### src/rtl/imm_gen_pkg.sv
// Shared definitions for the immediate path: the select-code encodings that
// the execute-stage selector also uses, the MIPS-I opcode/funct constants,
// the decoded operand bundle and the occupancy states.
package imm_gen_pkg;

  // Immediate-mux select codes
  localparam logic [1:0] IMM_SRC_IMM   = 2'b00;
  localparam logic [1:0] IMM_SRC_SHAMT = 2'b01;
  localparam logic [1:0] IMM_SRC_DBL   = 2'b10;

  // Opcodes (INSTR[31:26])
  localparam logic [5:0] OP_RTYPE = 6'h00;
  localparam logic [5:0] OP_ANDI  = 6'h0C;
  localparam logic [5:0] OP_ORI   = 6'h0D;
  localparam logic [5:0] OP_XORI  = 6'h0E;
  localparam logic [5:0] OP_LUI   = 6'h0F;

  // R-type functs (INSTR[5:0])
  localparam logic [5:0] FN_SLL = 6'h00;
  localparam logic [5:0] FN_SRL = 6'h02;
  localparam logic [5:0] FN_SRA = 6'h03;

  typedef struct packed {
    logic [31:0] imm;
    logic [31:0] shamt;
    logic [31:0] dbl;
    logic [1:0]  ctl;
  } imm_ops_t;

  typedef enum logic [1:0] {
    ST_EMPTY = 2'd0,
    ST_FULL  = 2'd1,
    ST_SKID  = 2'd2
  } occ_state_e;

endpackage

### src/rtl/imm_gen_decode.sv
// imm_decode: pure combinational INSTR -> {IMM, SHAMT, DBL, CTL}.
// Unknown opcodes fall through to a sign-extended IMM with CTL = IMM_SRC_IMM.
module imm_decode
  import imm_gen_pkg::*;
(
  input  logic [31:0] i_instr,
  output imm_ops_t    o_ops
);

  logic [5:0]  w_opcode;
  logic [5:0]  w_funct;
  logic [15:0] w_imm16;
  logic        w_unused_regs;

  assign w_opcode      = i_instr[31:26];
  assign w_funct       = i_instr[5:0];
  assign w_imm16       = i_instr[15:0];
  // rs/rt fields carry no operand information for this block
  assign w_unused_regs = ^i_instr[25:16];

  // Decode the three candidate operands and the select code
  always_comb begin
    o_ops.shamt = {27'd0, i_instr[10:6]};
    o_ops.dbl   = {w_imm16, 16'h0000};
    if ((w_opcode == OP_ANDI) || (w_opcode == OP_ORI) || (w_opcode == OP_XORI))
      o_ops.imm = {16'h0000, w_imm16};
    else
      o_ops.imm = {{16{w_imm16[15]}}, w_imm16};

    o_ops.ctl = IMM_SRC_IMM;
    if (w_opcode == OP_LUI)
      o_ops.ctl = IMM_SRC_DBL;
    else if ((w_opcode == OP_RTYPE) &&
             ((w_funct == FN_SLL) || (w_funct == FN_SRL) || (w_funct == FN_SRA)))
      o_ops.ctl = IMM_SRC_SHAMT;
  end

endmodule

### src/rtl/imm_gen.sv
// imm_gen: registered immediate-operand producer with a one-entry skid buffer.
// Optional saturating per-category transfer counters: `define IMM_GEN_STATS_EN.
module imm_gen
  import imm_gen_pkg::*;
#(
  parameter int SKID_EN_DEPTH = 1,
  parameter int STAT_W        = 16
) (
  input  logic        CLK,
  input  logic        RST_N,
  input  logic [31:0] INSTR,
  input  logic        IN_VALID,
  output logic        IN_READY,
  output logic [31:0] IMM,
  output logic [31:0] SHAMT,
  output logic [31:0] DBL,
  output logic [1:0]  CTL,
  output logic        OUT_VALID,
  input  logic        OUT_READY
`ifdef IMM_GEN_STATS_EN
  ,
  input  logic              STAT_CLR,
  output logic [STAT_W-1:0] STAT_IMM,
  output logic [STAT_W-1:0] STAT_SHAMT,
  output logic [STAT_W-1:0] STAT_DBL
`endif
);

  if (SKID_EN_DEPTH != 1) begin : g_bad_depth
    $error("imm_gen supports exactly one skid entry");
  end

  imm_ops_t   w_dec;
  imm_ops_t   r_out;
  imm_ops_t   r_skid;
  occ_state_e r_state;
  occ_state_e w_state_nxt;
  logic       r_in_ready;
  logic       r_out_valid;
  logic       w_accept;
  logic       w_drain;
  logic       w_load_out_dec;
  logic       w_load_out_skid;
  logic       w_load_skid;

  imm_decode u_decode (
    .i_instr (INSTR),
    .o_ops   (w_dec)
  );

  assign w_accept = IN_VALID && r_in_ready;
  assign w_drain  = r_out_valid && OUT_READY;

  // Occupancy next-state and register load controls
  always_comb begin
    w_state_nxt     = r_state;
    w_load_out_dec  = 1'b0;
    w_load_out_skid = 1'b0;
    w_load_skid     = 1'b0;
    case (r_state)
      ST_EMPTY: begin
        if (w_accept) begin
          w_state_nxt    = ST_FULL;
          w_load_out_dec = 1'b1;
        end
      end
      ST_FULL: begin
        if (w_accept && w_drain) begin
          w_load_out_dec = 1'b1;
        end else if (w_drain) begin
          w_state_nxt = ST_EMPTY;
        end else if (w_accept) begin
          w_state_nxt = ST_SKID;
          w_load_skid = 1'b1;
        end
      end
      ST_SKID: begin
        if (w_drain) begin
          w_state_nxt     = ST_FULL;
          w_load_out_skid = 1'b1;
        end
      end
      default: w_state_nxt = ST_EMPTY;
    endcase
  end

  // State, handshake flags and data registers
  always_ff @(posedge CLK or negedge RST_N) begin
    if (!RST_N) begin
      r_state     <= ST_EMPTY;
      r_in_ready  <= 1'b1;
      r_out_valid <= 1'b0;
      r_out       <= '0;
      r_skid      <= '0;
    end else begin
      r_state     <= w_state_nxt;
      r_in_ready  <= (w_state_nxt != ST_SKID);
      r_out_valid <= (w_state_nxt != ST_EMPTY);
      if (w_load_out_dec)
        r_out <= w_dec;
      else if (w_load_out_skid)
        r_out <= r_skid;
      if (w_load_skid)
        r_skid <= w_dec;
    end
  end

  assign IN_READY  = r_in_ready;
  assign OUT_VALID = r_out_valid;
  assign IMM       = r_out.imm;
  assign SHAMT     = r_out.shamt;
  assign DBL       = r_out.dbl;
  assign CTL       = r_out.ctl;

`ifdef IMM_GEN_STATS_EN
  logic [STAT_W-1:0] r_stat_imm;
  logic [STAT_W-1:0] r_stat_shamt;
  logic [STAT_W-1:0] r_stat_dbl;

  // Saturating per-category output-transfer counters; clear wins over increment
  always_ff @(posedge CLK or negedge RST_N) begin
    if (!RST_N) begin
      r_stat_imm   <= '0;
      r_stat_shamt <= '0;
      r_stat_dbl   <= '0;
    end else if (STAT_CLR) begin
      r_stat_imm   <= '0;
      r_stat_shamt <= '0;
      r_stat_dbl   <= '0;
    end else if (w_drain) begin
      case (r_out.ctl)
        IMM_SRC_IMM:   if (r_stat_imm   != '1) r_stat_imm   <= r_stat_imm   + 1'b1;
        IMM_SRC_SHAMT: if (r_stat_shamt != '1) r_stat_shamt <= r_stat_shamt + 1'b1;
        IMM_SRC_DBL:   if (r_stat_dbl   != '1) r_stat_dbl   <= r_stat_dbl   + 1'b1;
        default: ;
      endcase
    end
  end

  assign STAT_IMM   = r_stat_imm;
  assign STAT_SHAMT = r_stat_shamt;
  assign STAT_DBL   = r_stat_dbl;
`endif

endmodule
### config.mk
export PLATFORM = sky130hd
export DESIGN_NAME = imm_gen
export DESIGN_NICKNAME = d
export VERILOG_FILES = /design/src/rtl/imm_gen_pkg.sv /design/src/rtl/imm_gen_decode.sv /design/src/rtl/imm_gen.sv
export SDC_FILE = /design/constraint.sdc
export NUM_CORES = 1
export LEC_CHECK = 0
export ABC_AREA = 0
export CAP_MARGIN = 30
export CORE_MARGIN = 1.5
export CORE_UTILIZATION = 39
export CTS_CLUSTER_DIAMETER = 200
export DETAILED_ROUTE_END_ITERATION = 8
export GPL_TIMING_DRIVEN = 0
export PLACE_DENSITY = 0.86
export SLEW_MARGIN = 20
export SYNTH_ARGS = -nofsm -noshare
export SYNTH_HDL_FRONTEND = slang
export SYNTH_SLANG_ARGS = --single-unit
### constraint.sdc
create_clock -name CLK -period 2.1 [get_ports CLK]
set_clock_uncertainty 0.15 [all_clocks]
set_input_delay 0.525 -clock CLK [delete_from_list [all_inputs] [get_ports CLK]]
set_output_delay 0.525 -clock CLK [all_outputs]
set_load 0.02 [all_outputs]
[Yosys cells after proc, flatten, opt, wreduce, memory -nomap -nowiden]
Cells that the tools add are included.
Cells by class
  equality and inequality tests: 9
  muxes and demuxes: 19
  reduce and logical (&&, ||, !) cells: 13
Operators with widths (count)
  98-bit 2-to-1 mux: 2
  32-bit 2-to-1 mux: 1
  6-bit by 4-bit equality test with 1-bit output, second input constant: 4
  6-bit by 2-bit equality test with 1-bit output, second input constant: 2
  6-bit zero test: 2
  2-bit 2-to-1 mux: 6
  1-bit 2-to-1 mux: 8
  2-bit case mux with 3 select lines: 1
  1-bit logical AND: 4
  1-bit logical OR: 4
  2-bit nonzero test: 2
  2-bit by 1-bit equality test with 1-bit output, second input constant: 1
  2-bit equality test, second input constant: 1
  2-bit zero test: 1
  2-bit != test, second input constant: 1
  1-bit case mux with 2 select lines: 1
Word-level totals
  register bits: 157
  input bits: 36
  output and inout bits: 100

[Logic depth before layout (Yosys ltp)]
Gate-level depths: netlist (run 1).
  depth in word-level cells: 7
  mapped depth: 5

[Hierarchy]
A second synthesis (run 1) with hierarchy kept.
Unflattened totals
  cell total of the unflattened synthesis: 647
  area, all modules: 9375.2 sq um
Modules (own cells, without submodules)
  imm_gen: instances 1, cells an instance 541, area an instance 8594.5 sq um, sequential area each 5006.1 sq um
  imm_decode: instances 1, cells an instance 106, area an instance 780.7 sq um, sequential area each 0.0 sq um

[Worst setup path after synthesis (run 1)]
No wires, ideal clock.
  path kind: flip-flop to flip-flop
  start: reg r_in_ready, in the netlist IN_READY
  end: reg r_out, in the netlist IMM[10]
  data arrival time: 1.544 ns
  required time: 1.824 ns
  path slack: 0.280 ns
  stages on the path, launching flop included: 5
  buffers on the path: 1
  path through: dfstp_2 nand2_2 o32a_2 buf_6 a221o_1
Between the ends
  cells in the longest elaborated chain, start to end: 5
  elaborated cells between the ends (all ways): 7
  classes of those cells: mux: 4; reduce/logical: 3
Ends and longest elaborated chain
  from (decl): RTL line imm_gen.sv:38  | logic r_in_ready;
  from (signal assigned): RTL line imm_gen.sv:97  | r_in_ready <= (w_state_nxt != ST_SKID);
  1-bit logical AND *: RTL line imm_gen.sv:51  | assign w_accept = IN_VALID && r_in_ready;
  1-bit logical AND: RTL line imm_gen.sv:68  | if (w_accept && w_drain) begin
  1-bit 2-to-1 mux: RTL line imm_gen.sv:68
  1-bit case mux with 2 select lines *: RTL line imm_gen.sv:60  | case (r_state)
  98-bit 2-to-1 mux / 2-bit nonzero test (equally long branches)
  to (signal assigned): RTL line imm_gen.sv:100  | r_out <= w_dec;
  to (signal assigned): RTL line imm_gen.sv:102  | r_out <= r_skid;
  to (decl): RTL line imm_gen.sv:34  | imm_ops_t r_out;
Every way passes the cells marked *; elsewhere a longest branch is shown, timed or not.
A chain may end at the register's enable or synchronous reset.

[Worst setup path in the final report (run 1)]
  start: in IN_VALID
  end: reg r_out, in the netlist IMM[13]
Between the ends
  cells in the longest elaborated chain, start to end: 5
  elaborated cells between the ends (all ways): 7
  classes of those cells: mux: 4; reduce/logical: 3
Ends and longest elaborated chain
  from (decl): RTL line imm_gen.sv:12  | input logic IN_VALID,
  1-bit logical AND *: RTL line imm_gen.sv:51
  1-bit logical AND: RTL line imm_gen.sv:68
  1-bit 2-to-1 mux: RTL line imm_gen.sv:68
  1-bit case mux with 2 select lines *: RTL line imm_gen.sv:60
  98-bit 2-to-1 mux / 2-bit nonzero test (equally long branches)
Marked as above.

==> results.ini, run 1 <==
[placement]
io_buffers=82
place_hpwl_mm=3.86
gp_congestion=0.791
dp_cells=413
dp_slack_ns=-0.376
post_dp_cell_area_um2=3530

[power_and_ir_drop]
p_per_area_nw_per_um2=1420
p_leak_nw=2.04
p_int_mw=3.25
ir_drop_mv=0.762
switchingPower_mw=2.03
p_total_mw=5.28
swShare=0.385
combPwrFrac=0.618
power_frac_clock=0.103
p_seq_frac=0.279

[clocking]
path_clk_slew_ns=0.08
cts_root_buffer=clkbuf_8
clock_latency_ns=0.30
max-clock-path-buffers=2
tritoncts=yes
ctsHoldBuffers=0
cts_htree_levels=2
cts_buffers=5
numClockSinks=42

[sta]
fin_crit_sh=0.962
hold_slack_ns=0.00125
setup_tns_ns=0
rsz0062_at_grt=no
setup_viol=0
hold_violations=0
tightest_slew_ns=0.530
max_freq_ghz=0.495
final_max_slew_viol_count=0
relSlewSlack=0.642
fin_ws_ns=0.0796
fin_crit_ns=2.02

[global_route]
grt_first_pass_wirelength_mm=8.16
grt_start_max_net_pins=26
grt_pass1_vias=1683
grt.total_usage=0.163
grt-ovfl-total=0
antenna_found_initial=0

[synth]
netlist_area_um2=2440
yosysSeqAreaShare=0.431
synthCells=213
ys_ff_latch=42
synth_area_leaders=dfrtp_1 (42%), buf_4 (25%), mux2_2 (8.3%)
yosys-top-cells-count=buf_4 (81), dfrtp_1 (41), mux2_2 (18)
synth.top_cell.area_share=0.421
synth_area_leader_cell=dfrtp_1
syn_avg_cell_area_um2=11.5
yosysMostFrequentCell=buf_4
yosysUniqueCellTypes=32
yosys_warnings=0
synthFlopType=dfrtp_1
synth_edf_count=0
async_flop_share=1.00

[floorplan]
rows=28
die_width_um=82.1
start_util=0.407
dieArea_um2=6740
core_um2=5990
die_h_um=82.1
pin_count=136

[route]
via_per_inst=4.24
drt-initial-drc-count=104
totalWireLength_mm=5.18
dr.pass1.iters=4
postRouteAntennaNets=0
wire_per_inst_um=12.1
drc=0
vias=1814

[critical_path]
crit_start=IN_VALID
path_class=input port to flop
worstReg2RegStart=IN_READY$_DFF_PN1_
cp_num_buf_inv=2
crit_path_start_kind=input port
crit_chain=clkdlybuf4s50_1, nand2_2, o32a_4, buf_6, a221o_1
cpPeakStageDelay_ns=0.49
cp.arrival_ns=2.05
slowest_stage=clkdlybuf4s50_1
cp_data_required_time_ns=2.13
cp_top_family=compound AO/OA/AOI/OAI gates
crit_path_end_kind=flop
cp_max_fo=10

[finish]
drive_gt1_frac=0.385
diodes=0
area_delta_synth_final_pct=52.6
final_area_um2=3720
fin_nets=388
finish.utilization=0.621
final_cells=428

[flow_run]
cap_violations=0

[outcome]
status=finished clean

[min_path]
min-delay-path-class=input port to asynchronous set/reset pin

flip-flops by register name, summed over array words and instances, names as in the netlist:
register   count
CTL            2
OUT_VALID      1
IN_READY       1
r_state        2
r_skid        19
IMM           17
metal layers:
| layer | track usage | vias up | routed length, um |
|---|---|---|---|
| li1 | - | 893 | - |
| met1 | 0.201 | 824 | 2200 |
| met2 | 0.277 | 90 | 2460 |
| met3 | 0.0374 | 7 | 453 |
| met4 | 0.0610 | 0 | 68 |
| met5 | 0 | - | 0 |
cells by family after synthesis:
group	synth area share
AO/OA/AOI/OAI	0.0938
multiplexers	0.112
XOR/XNOR	0.00359
AND/OR/NAND/NOR	0.0826
other	0.00154
flip-flops	0.431
buffers and inverters	0.275
layout make-up:
| class | instances | area [um^2] |
|---|---|---|
| timing repair buffer | 90 | 913 |
| tap | 75 | 93.8 |
| clock buffer | 7 | 86.3 |
| buffer | 85 | 653 |
| sequential | 42 | 1050 |
| multi-input combinational | 123 | 898 |
| fill | 497 | 2270 |
| inverter | 5 | 18.8 |
| clock inverter | 1 | 5.00 |
placed cells by master, fill, tap and decap left out, types with 7 or more instances in the layout:
| cell | n |
|---|---|
| dlygate4sd2_1 | 18 |
| a221o_1 | 9 |
| conb_1 | 43 |
| buf_4 | 88 |
| mux2i_1 | 7 |
| mux2_2 | 18 |
| dlymetal6s2s_1 | 21 |
| dfrtp_1 | 40 |
| clkdlybuf4s50_1 | 41 |
| and2_1 | 15 |
repair_timing:
action,4_1_cts,5_1_grt
gates cloned,0,0
setup endpoints to repair,35,47
gates resized for setup,22,22
setup buffers,4,3
pin swaps,1,1
power groups by stage:
stage                     Combinational (mW)  Clock [mW]  Sequential (mW)
after floorplan                         1.82           0             1.68
after global placement                  3.23           0             1.50
after detailed placement                3.30           0             1.52
after CTS                               3.28       0.555             1.48
after global routing                    3.47       0.595             1.53
final                                   3.26       0.544             1.48
path summary, 6_finish.rpt:
| kind | end | slack, ns | depth (start not counted) |
|---|---|---|---|
| min in group CLK | r_skid[74]$_DFFE_PN0P_ | 0.35 | 1 |
| worst max-delay path | IMM[13]$_DFFE_PN0P_ | 0.08 | 5 |
| max in group asynchronous | IMM[11]$_DFFE_PN0P_ | 1.33 | 2 |
| worst min register to register | r_skid[74]$_DFFE_PN0P_ | 0.35 | 1 |
| worst max register to register | IMM[13]$_DFFE_PN0P_ | 0.26 | 4 |
| worst min-delay path | r_state[1]$_DFF_PN0_ | 0.001 | 1 |
Power figures use the tool's default switching activity.
==> run 2: changes to the inputs <==
- CORE_UTILIZATION: 39 -> 42
- CTS_CLUSTER_DIAMETER: 200 -> 100
- PLACE_DENSITY: 0.86 -> 0.92
- RECOVER_POWER: unset -> 100
- clock period: 2.1 -> 2.5 ns (I/O delays scaled with it)
==> results.ini, run 2 (synthesized netlist as in run 1, its figures left out) <==
[critical_path]
cp.arrival_ns=1.60
crit_path_start_kind=flop
cp_max_fo=17
path_class=flop to output pin
crit_path_end_kind=output pin
cp_data_required_time_ns=1.73

[placement]
dp_slack_ns=-0.0955
place_hpwl_mm=3.89
gp_congestion=0.779
io_buffers=82
post_dp_cell_area_um2=3530

[global_route]
grt_pass1_vias=1610
grt-ovfl-total=0
grt_start_max_net_pins=25
antenna_found_initial=0
grt.total_usage=0.163
grt_first_pass_wirelength_mm=7.81

[finish]
finish.utilization=0.647
mostFrequentLayoutCells=buf_4 (66), conb_1 (43), dlygate4sd3_1 (42), dfrtp_1 (40), clkdlybuf4s50_1 (39)
drive_gt1_frac=0.367
final_area_um2=3580
fin_nets=381
final_common_cell=buf_4
regMostFlops=r_skid
diodes=0
area_delta_synth_final_pct=46.9
largest_reg_flops=19
fill_cells=439

[route]
drt-initial-drc-count=100
postRouteAntennaNets=0
totalWireLength_mm=4.95
via_per_inst=4.27
drc=0
wire_per_inst_um=11.8
vias=1783
dr.pass1.iters=4

[sta]
setup_viol=0
max_freq_ghz=0.421
hold_violations=0
fin_ws_ns=0.127
setup_tns_ns=0
relSlewSlack=0.329
rsz0062_at_grt=no
tightest_slew_ns=1.01
fin_crit_sh=0.949
fin_crit_ns=2.37
final_max_slew_viol_count=0

[clocking]
clock_latency_ns=0.30
numClockSinks=42
cts_buffers=5
cts_root_buffer=clkbuf_8
tritoncts=yes
path_clk_slew_ns=0.08
max-clock-path-buffers=2
cts_htree_levels=2

[power_and_ir_drop]
ir_drop_mv=0.607
p_leak_nw=1.76
p_per_area_nw_per_um2=1200

[floorplan]
die_h_um=79.2
dieArea_um2=6280
die_width_um=79.2
pin_count=136
core_um2=5540
rows=27
start_util=0.440

[outcome]
status=finished clean

[flow_run]
cap_violations=0

[min_path]
min-delay-path-class=input port to asynchronous set/reset pin

## run 2: cell count changes in the layout (fill, tap and decap cells not counted), moves of 2 or more
| cell | before | now |
|---|---|---|
| dlymetal6s2s_1 | 21 | 0 |
| clkdlybuf4s50_1 | 41 | 39 |
| dlygate4sd2_1 | 18 | 0 |
| buf_6 | 4 | 1 |
| dlygate4sd3_1 | 0 | 42 |
| clkbuf_2 | 0 | 4 |
| buf_2 | 2 | 0 |
| buf_4 | 88 | 66 |
| clkbuf_4 | 0 | 15 |
## run 2: repair_timing
action	CTS	global route
endpoints found under the setup margin	15	0
setup buffers	0	0
resized for setup	1	0
hold buffers	0	0
## run 2: metrics by stage
| stage | power (mW) | std cells | hold WS, ns |
|---|---|---|---|
| after floorplan | 2.94 | 255 | 0.179 |
| after global placement | 3.97 | 409 | 0.330 |
| after detailed placement | 4.05 | 410 | 0.337 |
| after CTS | 4.52 | 418 | 0.129 |
| after global routing | 4.55 | 418 | 0.373 |
| final | 4.29 | 418 | 0.324 |
## run 2: path summary, 6_finish.rpt
check | endpoint | depth (start not counted) | slack [ns] | from
worst max-delay path | IMM[24] | 2 | 0.13 | IMM[30]$_DFFE_PN0P_
worst min-delay path | r_skid[96]$_DFFE_PN0P_ | 1 | 0.32 | RST_N
worst max register to register | CTL[0]$_DFFE_PN0P_ | 4 | 0.51 | IN_READY$_DFF_PN1_
worst min register to register | r_skid[74]$_DFFE_PN0P_ | 1 | 0.35 | r_skid[74]$_DFFE_PN0P_
max in group asynchronous | IMM[1]$_DFFE_PN0P_ | 2 | 0.74 | RST_N
min in group CLK | r_skid[74]$_DFFE_PN0P_ | 1 | 0.35 | r_skid[74]$_DFFE_PN0P_
## run 2: cell type report
cell class	count	area, um^2	area share
clock buffers	6	82.6	0.0230
plain buffers	85	634	0.177
repair buffers	83	820	0.229
well taps	72	90.1	0.0251
clock inverters	2	12.5	0.00349
inverters	5	18.8	0.00524
flip-flops and latches	42	1050	0.294
multi-input cells	123	872	0.243
## run 2: per-layer routing
metal	track usage	wire [um]	vias up
met4	0.0474	10	0
met2	0.274	2380	82
li1	-	-	876
met3	0.0483	388	2
met5	0	0	-
met1	0.204	2160	823
## run 2: power by group
part	internal, mW	total, mW	switching [mW]
Combinational	1.41	2.58	1.17
Sequential	1.01	1.26	0.249
Clock	0.222	0.456	0.235
Total	2.64	4.29	1.65
## run 2: critical path, cell delays in order, from the launching register on
cell and delay (ns):
dfrtp_2 0.51, clkbuf_4 0.18, clkdlybuf4s50_1 0.61
==> run 3: changes to the inputs <==
- CAP_MARGIN: 30 -> 20
==> results of run 3 <==
Final layout, timing and power as in run 2 (identical DEF).
